### config.mk
export PLATFORM = sky130hd
export DESIGN_NAME = pipe_hazard_ctrl_flat
export DESIGN_NICKNAME = d
export VERILOG_FILES = /design/src/rtl/pipe_hazard_ctrl_if.sv /design/src/rtl/pipe_hazard_ctrl.sv /design/src/flat_wrapper.sv
export SDC_FILE = /design/constraint.sdc
export NUM_CORES = 1
export LEC_CHECK = 0
export BUFFER_PORTS_ARGS = -buffer_cell sky130_fd_sc_hd__buf_2
export CAP_MARGIN = 20
export CORE_MARGIN = 2
export CORE_UTILIZATION = 35
export CTS_CLUSTER_SIZE = 12
export DETAILED_ROUTE_END_ITERATION = 8
export HOLD_SLACK_MARGIN = 0.05
export PLACE_DENSITY = 0.66
export SETUP_SLACK_MARGIN = 0.3
export SKIP_LAST_GASP = 1
export SLEW_MARGIN = 0
export SYNTH_ARGS = -nofsm -noshare
export SYNTH_HDL_FRONTEND = slang
export SYNTH_SLANG_ARGS = --single-unit
### constraint.sdc
create_clock -name clk -period 2.5 [get_ports clk]
set_clock_uncertainty 0.15 [all_clocks]
set_input_delay 0.125 -clock clk [delete_from_list [all_inputs] [get_ports clk]]
set_output_delay 0.125 -clock clk [all_outputs]
set_load 0.02 [all_outputs]
### src/rtl/pipe_hazard_ctrl_if.sv
// Control bundle between the RNBIP-2 pipe stages and the hazard controller.
// The pipe drives stage status (master); the controller returns enables (slave).
interface pipe_hazard_ctrl_if #(
    parameter int CNT_W = 16
);
    logic [7:0]       op_s1;
    logic [7:0]       op_s2;
    logic             we_s3;
    logic [2:0]       wa_s3;
    logic             rd_s3;
    logic             pc_load_s3;
    logic             hold;
    logic             pc_en;
    logic             s1_en;
    logic             s2_en;
    logic             s1_flush;
    logic             s2_flush;
    logic             s3_bubble;
    logic             fwd_sel;
    logic [1:0]       state;
    logic [CNT_W-1:0] stall_cnt;
    logic [CNT_W-1:0] flush_cnt;

    modport master (
        output op_s1, op_s2, we_s3, wa_s3, rd_s3, pc_load_s3, hold,
        input  pc_en, s1_en, s2_en, s1_flush, s2_flush, s3_bubble,
        input  fwd_sel, state, stall_cnt, flush_cnt
    );

    modport slave (
        input  op_s1, op_s2, we_s3, wa_s3, rd_s3, pc_load_s3, hold,
        output pc_en, s1_en, s2_en, s1_flush, s2_flush, s3_bubble,
        output fwd_sel, state, stall_cnt, flush_cnt
    );
endinterface

### src/rtl/pipe_hazard_ctrl.sv
// Sequencing/hazard controller for the 3-stage RNBIP-2 pipe.
// Optional macro PIPE_FWD_EN: resolve non-load RAW hazards by forwarding.
module pipe_hazard_ctrl #(
    parameter int CNT_W = 16
) (
    input logic              clk,
    input logic              rst,
    pipe_hazard_ctrl_if.slave bus
);

    typedef enum logic [1:0] {
        RUN   = 2'b00,
        STALL = 2'b01,
        FLUSH = 2'b10,
        HOLD  = 2'b11
    } state_e;

    state_e           state_q, state_d;
    logic [CNT_W-1:0] stall_cnt_q;
    logic [CNT_W-1:0] flush_cnt_q;
    logic             stall_inc, flush_inc;
    logic             raw;
    logic             op_s1_unused;

    logic pc_en_o, s1_en_o, s2_en_o;
    logic s1_flush_o, s2_flush_o, s3_bubble_o, fwd_sel_o;

    // Stage-1 opcode is observed only, kept for a future pre-decode.
    assign op_s1_unused = ^bus.op_s1;

    function automatic logic reads_rn(input logic [7:0] op);
        logic grp_a, grp_b;
        grp_a = op[7:3] inside {5'b00011, 5'b00100, 5'b01000,
                                5'b01010, 5'b01100, 5'b01101};
        grp_b = op[7] && !op[3] && (op[7:4] != 4'hF);
        return grp_a || grp_b;
    endfunction

    assign raw = bus.we_s3 && (bus.wa_s3 == bus.op_s2[2:0])
                 && reads_rn(bus.op_s2);

    // Event resolution: reset > taken transfer > hold > RAW.
    always_comb begin
        pc_en_o     = 1'b1;
        s1_en_o     = 1'b1;
        s2_en_o     = 1'b1;
        s1_flush_o  = 1'b0;
        s2_flush_o  = 1'b0;
        s3_bubble_o = 1'b0;
        fwd_sel_o   = 1'b0;
        stall_inc   = 1'b0;
        flush_inc   = 1'b0;
        state_d     = RUN;
        if (rst) begin
            pc_en_o     = 1'b0;
            s1_en_o     = 1'b0;
            s2_en_o     = 1'b0;
            s1_flush_o  = 1'b1;
            s2_flush_o  = 1'b1;
            s3_bubble_o = 1'b1;
        end else if (bus.pc_load_s3) begin
            s1_flush_o = 1'b1;
            s2_flush_o = 1'b1;
            flush_inc  = 1'b1;
            state_d    = FLUSH;
        end else if (bus.hold) begin
            pc_en_o     = 1'b0;
            s1_en_o     = 1'b0;
            s2_en_o     = 1'b0;
            s3_bubble_o = 1'b1;
            state_d     = HOLD;
        end else begin
            unique case (state_q)
                // Stage 2 holds a NOP or the writer has retired: no RAW.
                FLUSH, STALL: state_d = RUN;
                RUN, HOLD: begin
                    if (raw) begin
`ifdef PIPE_FWD_EN
                        if (bus.rd_s3) begin
                            pc_en_o     = 1'b0;
                            s1_en_o     = 1'b0;
                            s2_en_o     = 1'b0;
                            s3_bubble_o = 1'b1;
                            stall_inc   = 1'b1;
                            state_d     = STALL;
                        end else begin
                            fwd_sel_o = 1'b1;
                        end
`else
                        pc_en_o     = 1'b0;
                        s1_en_o     = 1'b0;
                        s2_en_o     = 1'b0;
                        s3_bubble_o = 1'b1;
                        stall_inc   = 1'b1;
                        state_d     = STALL;
`endif
                    end
                end
                default: state_d = RUN;
            endcase
        end
    end

    // State register and saturating event counters.
    always_ff @(posedge clk) begin
        if (rst) begin
            state_q     <= RUN;
            stall_cnt_q <= '0;
            flush_cnt_q <= '0;
        end else begin
            state_q <= state_d;
            if (stall_inc && (stall_cnt_q != '1))
                stall_cnt_q <= stall_cnt_q + 1'b1;
            if (flush_inc && (flush_cnt_q != '1))
                flush_cnt_q <= flush_cnt_q + 1'b1;
        end
    end

    assign bus.pc_en     = pc_en_o;
    assign bus.s1_en     = s1_en_o;
    assign bus.s2_en     = s2_en_o;
    assign bus.s1_flush  = s1_flush_o;
    assign bus.s2_flush  = s2_flush_o;
    assign bus.s3_bubble = s3_bubble_o;
    assign bus.fwd_sel   = fwd_sel_o;
    assign bus.state     = state_q;
    assign bus.stall_cnt = stall_cnt_q;
    assign bus.flush_cnt = flush_cnt_q;

endmodule

### src/flat_wrapper.sv
// flat-port wrapper written by rule: the top's interface ports become plain ports
module pipe_hazard_ctrl_flat 
#(
    parameter int CNT_W = 16
)
  (clk, rst, bus_op_s1, bus_op_s2, bus_we_s3, bus_wa_s3, bus_rd_s3, bus_pc_load_s3, bus_hold, bus_pc_en, bus_s1_en, bus_s2_en, bus_s1_flush, bus_s2_flush, bus_s3_bubble, bus_fwd_sel, bus_state, bus_stall_cnt, bus_flush_cnt);
  pipe_hazard_ctrl_if #(.CNT_W(CNT_W)) bus_i ();
  input logic clk;
  input logic rst;
  input wire logic [$bits(bus_i.op_s1)-1:0] bus_op_s1;
  input wire logic [$bits(bus_i.op_s2)-1:0] bus_op_s2;
  input wire logic [$bits(bus_i.we_s3)-1:0] bus_we_s3;
  input wire logic [$bits(bus_i.wa_s3)-1:0] bus_wa_s3;
  input wire logic [$bits(bus_i.rd_s3)-1:0] bus_rd_s3;
  input wire logic [$bits(bus_i.pc_load_s3)-1:0] bus_pc_load_s3;
  input wire logic [$bits(bus_i.hold)-1:0] bus_hold;
  output wire logic [$bits(bus_i.pc_en)-1:0] bus_pc_en;
  output wire logic [$bits(bus_i.s1_en)-1:0] bus_s1_en;
  output wire logic [$bits(bus_i.s2_en)-1:0] bus_s2_en;
  output wire logic [$bits(bus_i.s1_flush)-1:0] bus_s1_flush;
  output wire logic [$bits(bus_i.s2_flush)-1:0] bus_s2_flush;
  output wire logic [$bits(bus_i.s3_bubble)-1:0] bus_s3_bubble;
  output wire logic [$bits(bus_i.fwd_sel)-1:0] bus_fwd_sel;
  output wire logic [$bits(bus_i.state)-1:0] bus_state;
  output wire logic [$bits(bus_i.stall_cnt)-1:0] bus_stall_cnt;
  output wire logic [$bits(bus_i.flush_cnt)-1:0] bus_flush_cnt;
  assign bus_i.op_s1 = bus_op_s1;
  assign bus_i.op_s2 = bus_op_s2;
  assign bus_i.we_s3 = bus_we_s3;
  assign bus_i.wa_s3 = bus_wa_s3;
  assign bus_i.rd_s3 = bus_rd_s3;
  assign bus_i.pc_load_s3 = bus_pc_load_s3;
  assign bus_i.hold = bus_hold;
  assign bus_pc_en = bus_i.pc_en;
  assign bus_s1_en = bus_i.s1_en;
  assign bus_s2_en = bus_i.s2_en;
  assign bus_s1_flush = bus_i.s1_flush;
  assign bus_s2_flush = bus_i.s2_flush;
  assign bus_s3_bubble = bus_i.s3_bubble;
  assign bus_fwd_sel = bus_i.fwd_sel;
  assign bus_state = bus_i.state;
  assign bus_stall_cnt = bus_i.stall_cnt;
  assign bus_flush_cnt = bus_i.flush_cnt;
  pipe_hazard_ctrl #(.CNT_W(CNT_W)) u_core (.clk(clk), .rst(rst), .bus(bus_i));
endmodule
---- After elaboration in Yosys (flattened, before gate mapping) ----
Index checks and enable logic that the tools add are counted.
word-level totals
  bits in registers ....................... 34
  bits of input ports ..................... 25
  output and inout bits ................... 41
  logic and storage cells ................. 52
operators by class
  add/sub/neg operators ................... 2
  equality and inequality tests ........... 13
  multiplexer cells ....................... 20
  reduce and logical (&&, ||, !) cells .... 13
operators with widths
  operator                 number
  $add A16 B1 Y16 const B  2
  $ne A16 B16 Y1 const B   2
  $eq A5 B4 Y1 const B     4
  $mux W1                  17
  $logic_and A1 B1 Y1      6
  $reduce_bool A6 Y1       1
  $reduce_or A2 Y1         3
  $eq A5 B2 Y1 const B     1
  $eq A5 B3 Y1 const B     1
  $eq A2 B2 Y1 const B     2
  $mux W2                  2
  $ne A4 B4 Y1 const B     1
  $pmux W2 S2              1
  $eq A3 B3 Y1             1
  $eq A2 B1 Y1 const B     1
  $logic_not A2 Y1         1
  $logic_not A1 Y1         1
  $logic_or A1 B1 Y1       1

---- Logic depth before layout (Yosys ltp) ----
Gate-level depths: netlist of the first run.
  depth in word-level cells ............... 11
  mapped depth ............................ 7
  mapped depth without buffers ............ 6

---- Worst setup path after synthesis of the first run ----
Ideal clock, no wire load.
  kind .................................... register to register
  start point ............................. register u_core.stall_cnt_q[0] (netlist: u_core.bus.stall_cnt[0])
  end point ............................... register u_core.stall_cnt_q[13] (netlist: u_core.bus.stall_cnt[13])
  library setup time ...................... 0.121 ns
  arrival time ............................ 1.990 ns
  data required time ...................... 2.229 ns
  setup slack ............................. 0.239 ns
  cell stages (with the launch flop) ...... 6
  cell sequence ........................... dfxtp_1 > ha_1 > nand3_1 > nor4_1 > nor4b_1 > mux2_2
on the way
  word-level cells in the longest chain between the ends .. 2
  elaborated cells on any way between the ends .. 3
  classes of those cells .................. add/sub: 1; eq/ne: 1; reduce/logical: 1
ends and longest elaborated chain
  item                                                                     line                     RTL
  start: declaration                                                       pipe_hazard_ctrl.sv:19   logic [CNT_W-1:0] stall_cnt_q;
  start signal: assignment                                                 pipe_hazard_ctrl.sv:113  stall_cnt_q <= stall_cnt_q + 1'b1;
  parallel branches: the longest is 2 deep, another holds $add A16 B1 Y16  --
Several ways; the timed one is not identified.
A chain may end at the register's enable or synchronous reset.

---- Worst setup path in the final report of the first run ----
  start point ............................. register u_core.stall_cnt_q[0] (netlist: u_core.bus.stall_cnt[0])
  end point ............................... register u_core.stall_cnt_q[15] (netlist: u_core.bus.stall_cnt[15])
Same word-level chain as after synthesis.

==> results_dict.tcl, run 1 <==
set metrics [dict create \
    num_vias 1939 \
    tritoncts "yes" \
    relSlewSlack_pct 51.6 \
    drtAntennaViolNets 0 \
    end_kind "register" \
    grt_util_met3_pct 4.02 \
    antenna_found_initial 0 \
    crit_chain "ha_2, nand3_2, nor4_2, buf_4, or4_1, or3_1, a21oi_1" \
    cp_slowest_cell "or4_1" \
    tightest_slew_ns 0.715 \
    synth-seq-area-share_pct 35.4 \
    synth_enable_flop_cells 0 \
    power.density_nw_per_um2 469 \
    final_area_um2 2490 \
    areaGrowthSynthToFinish_pct 29.4 \
    synthAdderAreaFrac_pct 1.30 \
    ys.flop_type "dfxtp_1" \
    viasPerCell 5.36 \
    grt_max_degree 43 \
    start_util_pct 36.9 \
    path_max_fanout 7 \
    drive_above_1_share_pct 33.2 \
    synthArstFlopShare_pct 0 \
    drc 0 \
    cts-root-buf "clkbuf_8" \
    layout_setup_ws_ns 0.399 \
    hold_viol 0 \
    layout_commonest_cell "buf_2" \
    first_pass_iters 4 \
    period_needed_ns 2.10 \
    grt_pass1_wl_um 7770 \
    crit_path_start_kind "register" \
    p_leak_nw 1.01 \
    synth_area_um2 1920 \
    detailed_place.area_um2 2300 \
    maxSlewViolCount 0 \
    critical_path_class "reg2reg" \
    yosys.area_share.simple_pct 36.1 \
    final_util_pct 47.8 \
    synth.area.mux_share_pct 2.93 \
    die_y_um 78.1 \
    grtUsageMet1_pct 19.2 \
    worstPathArrival_ns 2.17 \
    synth_seq_cells 34 \
    clk_latency_ns 0.29 \
    setup_violations 0 \
    reg2reg_depth 7 \
    routedWlPerCell_um 13.0 \
    synth_compound_area_share_pct 12.8 \
    preCtsSetupSlack_ns 0.231 \
    grt_busiest_layer "met2" \
    cts_made_buffers 5 \
    placeableCoreArea_um2 5200 \
    num_antenna_cells 0 \
    hold_path_class "in2reg" \
    yosys_warnings 0 \
    hold_depth 4 \
    cap_violations 0 \
    syn_inst 232 \
    fmax_mhz 476 \
    die_x_um 78.1 \
    tns_ns 0 \
    cpPeakStageDelay_ns 0.48 \
    total_power_mw 1.17 \
    avgSynthCellArea_um2 8.28 \
    required_ns 2.57 \
    dp.final_hpwl_um 3310 \
    outcome "finished clean" \
    syn-num-nets 259 \
    grt.total_usage_pct 15.7 \
    gp_congestion 0.866 \
    finalCritPeriodShare_pct 84.1 \
    cts_buffer_depth 2 \
    cts.sinks 34 \
    grt.overflow.total 0 \
    synth.lib_cells_used.distinct 45 \
    rows 26 \
    htreeDepth 2 \
    grtUsageMet2_pct 25.5 \
    clk_pin_slew_ns 0.07 \
    die-area_um2 6100 \
    vdd_drop_max_uv 247 \
    final_cell_mix "55 x buf_2, 26 x nor2_1, 26 x dfxtp_1" \
    drtIter0Drc 46 \
    rsz0062_at_grt "true" \
    nNetsFinal 319 \
    io_buffers 55 \
    synth_xor_xnor_area_share_pct 7.29 \
    first_global_vias 1748 \
    io_pins 66 \
    synth_top_family_by_area "simple AND/OR/NAND/NOR gates" \
    wirelength_um 4710 \
]
[stage by stage]
step | std cells | hold WS [ns]
CTS | 362 | 0.0841
detailed placement | 352 | 0.230
floorplan | 232 | 0.0957
global route | 362 | 0.133
global placement | 352 | 0.213
finish | 362 | 0.0949
[sequential cells by signal, indices dropped and copies added (netlist names)]
register	count
u_core.bus.flush_cnt	16
u_core.bus.stall_cnt	16
u_core.bus.state	2
[critical path, delay by kind of cell (launching register included)]
kind / cells / cell delay [ns]
fa+ha+maj: 1 / 0.21
flops: 1 / 0.35
buf+inv: 1 / 0.16
compound gates: 1 / 0.14
simple gates: 4 / 1.02
[timing repair]
| action | 4_1_cts | 5_1_grt |
|---|---|---|
| endpoints found under the setup margin | 3 | 7 |
| resized for setup | 2 | 11 |
| endpoints found under the hold margin | 2 | 0 |
| setup buffers | 2 | 0 |
| pin swaps | 1 | 1 |
| hold buffers | 1 | 0 |
[power breakdown]
group / switching, mW / internal [mW] / total [mW]
clock network: 0.205 / 0.319 / 0.524
logic: 0.0562 / 0.0356 / 0.0918
registers: 0.00472 / 0.546 / 0.551
total: 0.266 / 0.901 / 1.17
[area by class of cell]
class	count	area [µm²]
well taps	70	87.6
repair buffers	66	360
multi-input cells	182	1220
flip-flops and latches	34	691
clock buffers	6	82.6
inverters	3	11.3
fillers	519	2720
clock inverters	1	30.0
[cells by family after synthesis]
group / after synthesis
other cells: 1
buf+inv: 16
xor+xnor: 16
simple gates: 120
mux: 5
flops: 34
fa+ha+maj: 2
compound gates: 38
[synthesized netlist by cell type (all sizes together) (4+ instances only)]
| cell type | instances | area, µm² |
|---|---|---|
| a21oi | 15 | 75.1 |
| and3 | 7 | 43.8 |
| and4 | 4 | 35.0 |
| buf | 5 | 33.8 |
| clkbuf | 8 | 30.0 |
| dfxtp | 34 | 681 |
| mux2 | 5 | 56.3 |
| nand2 | 13 | 48.8 |
| nand2b | 4 | 25.0 |
| nand3 | 15 | 75.1 |
| nand4 | 11 | 83.8 |
| nor2 | 26 | 97.6 |
| nor2b | 6 | 37.5 |
| nor3 | 5 | 25.0 |
| nor4 | 6 | 52.6 |
| o21ai | 4 | 20.0 |
| o31ai | 6 | 45.0 |
| or3 | 7 | 43.8 |
| or4 | 7 | 52.6 |
| xnor2 | 5 | 43.8 |
| xor2 | 11 | 96.3 |
[routing by layer]
layer | share of wire (%) | up-vias | wire length (µm)
li1 | - | 974 | -
met1 | 45 | 892 | 2130
met2 | 46 | 61 | 2170
met3 | 6.0 | 12 | 284
met4 | 2.6 | 0 | 122
met5 | 0 | - | 0
[final timing paths]
check	slack (ns)	startpoint	endpoint
hold reg to reg	0.35	u_core.bus.flush_cnt[1]	u_core.bus.flush_cnt[1]
hold / removal	0.09	bus_pc_load_s3	u_core.bus.state[1]
setup / recovery	0.40	u_core.bus.stall_cnt[0]	u_core.bus.stall_cnt[15]
setup reg to reg	0.40	u_core.bus.stall_cnt[0]	u_core.bus.stall_cnt[15]
Note: power is estimated with default switching activity, not from simulation.
==> run 2: changes to the inputs <==
--- a/config.mk
+++ b/config.mk
@@ -12,7 +12,7 @@
 export CTS_CLUSTER_SIZE = 12
 export DETAILED_ROUTE_END_ITERATION = 8
 export HOLD_SLACK_MARGIN = 0.05
-export PLACE_DENSITY = 0.66
+export PLACE_DENSITY = 0.68
 export SETUP_SLACK_MARGIN = 0.3
 export SKIP_LAST_GASP = 1
 export SLEW_MARGIN = 0
==> constraint.sdc (replaced) <==
create_clock -name clk -period 1.9 [get_ports clk]
set_clock_uncertainty 0.15 [all_clocks]
set_input_delay 0.095 -clock clk [delete_from_list [all_inputs] [get_ports clk]]
set_output_delay 0.095 -clock clk [all_outputs]
set_load 0.02 [all_outputs]
==> run 2 against run 1 <==
  * The run now ends with setup timing left
  * Clock power up 24%
  * Sequential cell count unchanged
  * Final cell count rose by 13%
  * Maximum frequency grew 8.7%
  * Combinational power increased by 99%
  * Design area up 34%
  * Sequential power increased by 27%
  * Setup slack worse by 0.43 ns
  * Register-to-register slack lost 0.43 ns
  * First-iteration DRC count grew to 3.3 times the previous value
  * Non-clock buffer count increased by 44
==> results_dict.tcl, run 2 (synthesized netlist as in run 1, its figures left out) <==
set metrics [dict create \
    clk_latency_ns 0.29 \
    vdd_drop_max_uv 373 \
    cts_made_buffers 5 \
    cts-root-buf "clkbuf_8" \
    crit_path_start_kind "register" \
    gp_congestion 0.849 \
    crit_chain "ha_4, nand3_4, buf_12, nor4_4, o311ai_4, or4_1, a21oi_1" \
    dp.final_hpwl_um 3890 \
    tns_ns -0.112 \
    wirelength_um 6100 \
    drtIter0Drc 152 \
    cts.sinks 34 \
    num_antenna_cells 0 \
    layout_setup_ws_ns -0.0338 \
    layout.cells.non_filler 409 \
    nNetsFinal 365 \
    hold_path_class "in2reg" \
    grt.overflow.total 0 \
    die_x_um 78.1 \
    placeableCoreArea_um2 5200 \
    path_max_fanout 5 \
    violations "setup timing" \
    final_util_pct 64.1 \
    critical_path_class "reg2reg" \
    rsz0062_at_grt "true" \
    period_needed_ns 1.93 \
    cap_violations 0 \
    io_pins 66 \
    cp.buffers_inverters 1 \
    die_y_um 78.1 \
    grt_pass1_wl_um 10400 \
    cp_slowest_cell "or4_1" \
    layout_commonest_cell "buf_2" \
    first_global_vias 2160 \
    multi_input_area_um2 1600 \
    die-area_um2 6100 \
    end_kind "register" \
    grt_max_degree 43 \
    start_util_pct 36.9 \
    htreeDepth 2 \
    antenna_found_initial 0 \
    regArea_um2 766 \
    io_buffers 55 \
    setup_violations 6 \
    maxSlewViolCount 0 \
    drive_above_1_share_pct 57.5 \
    finalCritPeriodShare_pct 102 \
    cpPeakStageDelay_ns 0.43 \
    clk_pin_slew_ns 0.08 \
    final_cell_mix "51 x buf_2, 46 x buf_4, 24 x nor2_1" \
    preCtsSetupSlack_ns -0.159 \
    areaGrowthSynthToFinish_pct 73.5 \
    cts_buffer_depth 2 \
    path_delay_family "simple AND/OR/NAND/NOR gates" \
    rows 26 \
    viasPerCell 5.43 \
    first_pass_iters 4 \
    num_vias 2220 \
    grt.total_usage_pct 21.0 \
    n_fill_cell 420 \
    fmax_mhz 517 \
    tritoncts "yes" \
    drc 0 \
    drtAntennaViolNets 0 \
    p_leak_nw 1.33 \
    outcome "complete, but fails checks" \
    power.density_nw_per_um2 461 \
    dp_cells 381 \
    hold_viol 0 \
    routedWlPerCell_um 14.9 \
    worstPathArrival_ns 1.99 \
    required_ns 1.96 \
]
-- run 2: cell count changes in the layout (fill, tap and decap cells not counted), sizes merged --
cell and delta:
buf +44, clkbuf +2, o311ai +2, bufinv -1
-- run 2: path summary, 6_finish.rpt --
kind	slack, ns	startpoint	depth (start not counted)	end
max	-0.03	u_core.bus.stall_cnt[1]	7	u_core.bus.stall_cnt[8]
max reg2reg	-0.03	u_core.bus.stall_cnt[1]	7	u_core.bus.stall_cnt[8]
min	0.09	bus_pc_load_s3	4	u_core.bus.state[1]
min reg2reg	0.38	u_core.bus.flush_cnt[6]	2	u_core.bus.flush_cnt[6]
-- run 2: what timing repair did --
action	4_1_cts	5_1_grt
pin swaps	31	23
setup buffers	15	2
endpoints found under the hold margin	2	0
hold buffers	1	0
resized for setup	47	13
gates cloned	2	0
endpoints found under the setup margin	29	34
-- run 2: report_power, final --
group	switching [mW]	internal, mW	total, mW
registers	0.00783	0.694	0.702
clock network	0.277	0.375	0.652
logic	0.102	0.0805	0.183
total	0.387	1.15	1.54
-- run 2: stage by stage --
stage	power, mW	instance area, µm²	hold slack (ns)
after global routing	1.60	3330	0.115
after floorplan	0.811	2190	0.0644
after CTS	1.54	3260	0.0780
after global placement	0.858	2750	0.276
after detailed placement	0.861	2750	0.281
final	1.54	3330	0.0912
-- run 2: worst min-delay path, stage by stage --
cell and delay, ns:
buf_2 0.09, buf_4 0.19, nor2_1 0.05, nor2_1 0.07
-- run 2: layer usage --
metal / share of wire, % / GRT usage [%] / vias to the layer above / wire, µm
met5: 0 / 0 / - / 0
met4: 2.2 / 7.19 / 0 / 133
met3: 5.0 / 3.91 / 15 / 306
met2: 50 / 36.5 / 73 / 3060
met1: 43 / 26.1 / 1054 / 2600
li1: - / - / 1078 / -
-- run 2: area by class of cell --
type	instances	area share, %
clock buffer	8	3.34
inverter	3	0.338
multi-input combinational	184	47.8
sequential	34	23.0
tap	70	2.63
timing repair buffer	110	22.9
==> run 3: changes to the inputs <==
--- a/config.mk
+++ b/config.mk
@@ -7,6 +7,7 @@
 export LEC_CHECK = 0
 export BUFFER_PORTS_ARGS = -buffer_cell sky130_fd_sc_hd__buf_2
 export CAP_MARGIN = 20
+export CORE_ASPECT_RATIO = 1.25
 export CORE_MARGIN = 2
 export CORE_UTILIZATION = 35
 export CTS_CLUSTER_SIZE = 12
==> run 3 against run 2 <==
  * The flow finishes with violations (hold timing, setup timing)
  * Sequential share of layout area shrank 0.19 points
  * Hold slack worse by 0.096 ns
  * Setup slack worse by 0.14 ns
  * Sequential power is essentially flat
  * Power shrank 5.9%
==> results_dict.tcl, run 3 (synthesized netlist as in run 1, its figures left out) <==
set metrics [dict create \
    outcome "complete, but fails checks" \
    violations "hold timing, setup timing" \
    p_leak_nw 1.37 \
    die_y_um 86.9 \
    grt_max_degree 43 \
    cts-root-buf "clkbuf_8" \
    power.density_nw_per_um2 428 \
    first_global_vias 2317 \
    maxSlewViolCount 0 \
    drc 0 \
    cts_made_buffers 5 \
    crit_chain "ha_4, nand3_4, buf_4, nor4_2, buf_4, or4_4, or3_4, a21oi_2" \
    fmax_mhz 481 \
    grt_pass1_wl_um 10500 \
    drtIter0Drc 145 \
    routedWlPerCell_um 15.7 \
    grt.overflow.total 0 \
    grt.total_usage_pct 21.3 \
    htreeDepth 2 \
    hold_buffers 2 \
    setup_violations 9 \
    finalCritPeriodShare_pct 109 \
    path_max_fanout 2 \
    tritoncts "yes" \
    r2r_setup_slack_ns -0.18 \
    required_ns 1.97 \
    viasPerCell 5.55 \
    crit_top_cell "buf_4" \
    vdd_drop_max_uv 341 \
    cts_buffer_depth 2 \
    total_power_mw 1.45 \
    hold_viol 1 \
    regToRegEndpoint "u_core.bus.stall_cnt[15]" \
    dp.final_hpwl_um 3970 \
    preCtsSetupSlack_ns -0.166 \
    num_vias 2269 \
    io_buffers 55 \
    nNetsFinal 371 \
    start_util_pct 35.8 \
    path_delay_family "simple AND/OR/NAND/NOR gates" \
    cp_slowest_cell "or4_4" \
    cpPeakStageDelay_ns 0.48 \
    areaGrowthSynthToFinish_pct 75.5 \
    cts.sinks 34 \
    cap_violations 0 \
    hold_depth 4 \
    cp.buffers_inverters 2 \
    gp_congestion 0.778 \
    crit_path_start_kind "register" \
    worstPathArrival_ns 2.15 \
    final_cell_mix "51 x buf_2, 50 x buf_4, 24 x nor2_1" \
    layout_commonest_cell "buf_2" \
    tightest_slew_ns 0.572 \
    rows 30 \
    holdWs_ns -0.00445 \
    crit_start "u_core.bus.stall_cnt[0]" \
    placeableCoreArea_um2 5370 \
    num_antenna_cells 0 \
    clk_latency_ns 0.29 \
    rr_startpoint "u_core.bus.stall_cnt[0]" \
    rsz0062_at_grt "true" \
    critical_path_class "reg2reg" \
    die_x_um 70.3 \
    end_kind "register" \
    final_area_um2 3370 \
    hold_path_class "in2reg" \
    wirelength_um 6440 \
    n_fill_cell 447 \
    antenna_found_initial 0 \
    die-area_um2 6100 \
    layout_setup_ws_ns -0.179 \
    first_pass_iters 4 \
    clk_pin_slew_ns 0.07 \
    hold_end "u_core.bus.state[0]" \
    io_pins 66 \
    relSlewSlack_pct 61.8 \
    period_needed_ns 2.08 \
    reg2reg_depth 8 \
    drive_above_1_share_pct 60.9 \
    detailed_place.area_um2 2740 \
    drtAntennaViolNets 0 \
    min_from "bus_hold" \
]
run 3: changes by cell type in the layout (fill, tap and decap cells not counted), sizes merged:
| cell | before | now |
|---|---|---|
| buf | 109 | 115 |
| clkbuf | 8 | 7 |
| clkinv | 0 | 1 |
| dlygate4sd3 | 1 | 2 |
| o311ai | 5 | 4 |
run 3: how the worst max path moves through the flow:
| stage | to | depth (start not counted) | slack, ns |
|---|---|---|---|
| 4_1_cts | u_core.bus.stall_cnt[15] | 7 | -0.09 |
| 2_1_floorplan | u_core.bus.stall_cnt[15] | 6 | 0.02 |
| 5_1_grt | u_core.bus.stall_cnt[15] | 8 | -0.23 |
| 3_5_place_dp | u_core.bus.stall_cnt[8] | 6 | -0.17 |
| 3_3_place_gp | u_core.bus.stall_cnt[10] | 6 | -0.11 |
| 6_report | u_core.bus.stall_cnt[15] | 8 | -0.18 |
run 3: what timing repair did:
action / CTS / global route
setup buffers: 16 / 7
pin swaps: 25 / 20
resized for setup: 43 / 26
endpoints found under the hold margin: 2 / 1
endpoints found under the setup margin: 29 / 35
cloned: 1 / 0
run 3: through the flow:
stage	instances	setup TNS (ns)	util, %
CTS	402	-0.374	59.5
global placement	375	-0.544	51.1
detailed placement	375	-0.845	51.1
global route	409	-1.78	62.8
floorplan	232	0	-
finish	409	-0.681	62.8
run 3: metal layers:
layer / GRT usage (%) / vias to the layer above / part of all wire, %
met1: 22.5 / 1113 / 39
li1: - / 1083 / -
met3: 4.17 / 12 / 4.4
met5: 0 / - / 0
met2: 41.3 / 61 / 55
met4: 8.04 / 0 / 1.9
run 3: power breakdown:
part / total, mW / switching (mW) / internal (mW)
clock network: 0.568 / 0.275 / 0.293
logic: 0.176 / 0.0983 / 0.0778
registers: 0.701 / 0.00884 / 0.693
total: 1.45 / 0.382 / 1.06
run 3: tightest hold or removal path, cell delays in order:
cell     delay (ns)
buf_2          0.09
buf_4          0.10
a21oi_2        0.04
nor2_1         0.07
run 3: final cells by class:
cell class / count / area, µm² / area share [%]
Multi-Input combinational cell: 183 / 1590 / 47.2
Timing Repair Buffer: 117 / 830 / 24.6
Sequential cell: 34 / 768 / 22.8
Clock buffer: 7 / 86.3 / 2.56
Tap cell: 64 / 80.1 / 2.37
Inverter: 3 / 11.3 / 0.334
Clock inverter: 1 / 5.00 / 0.148
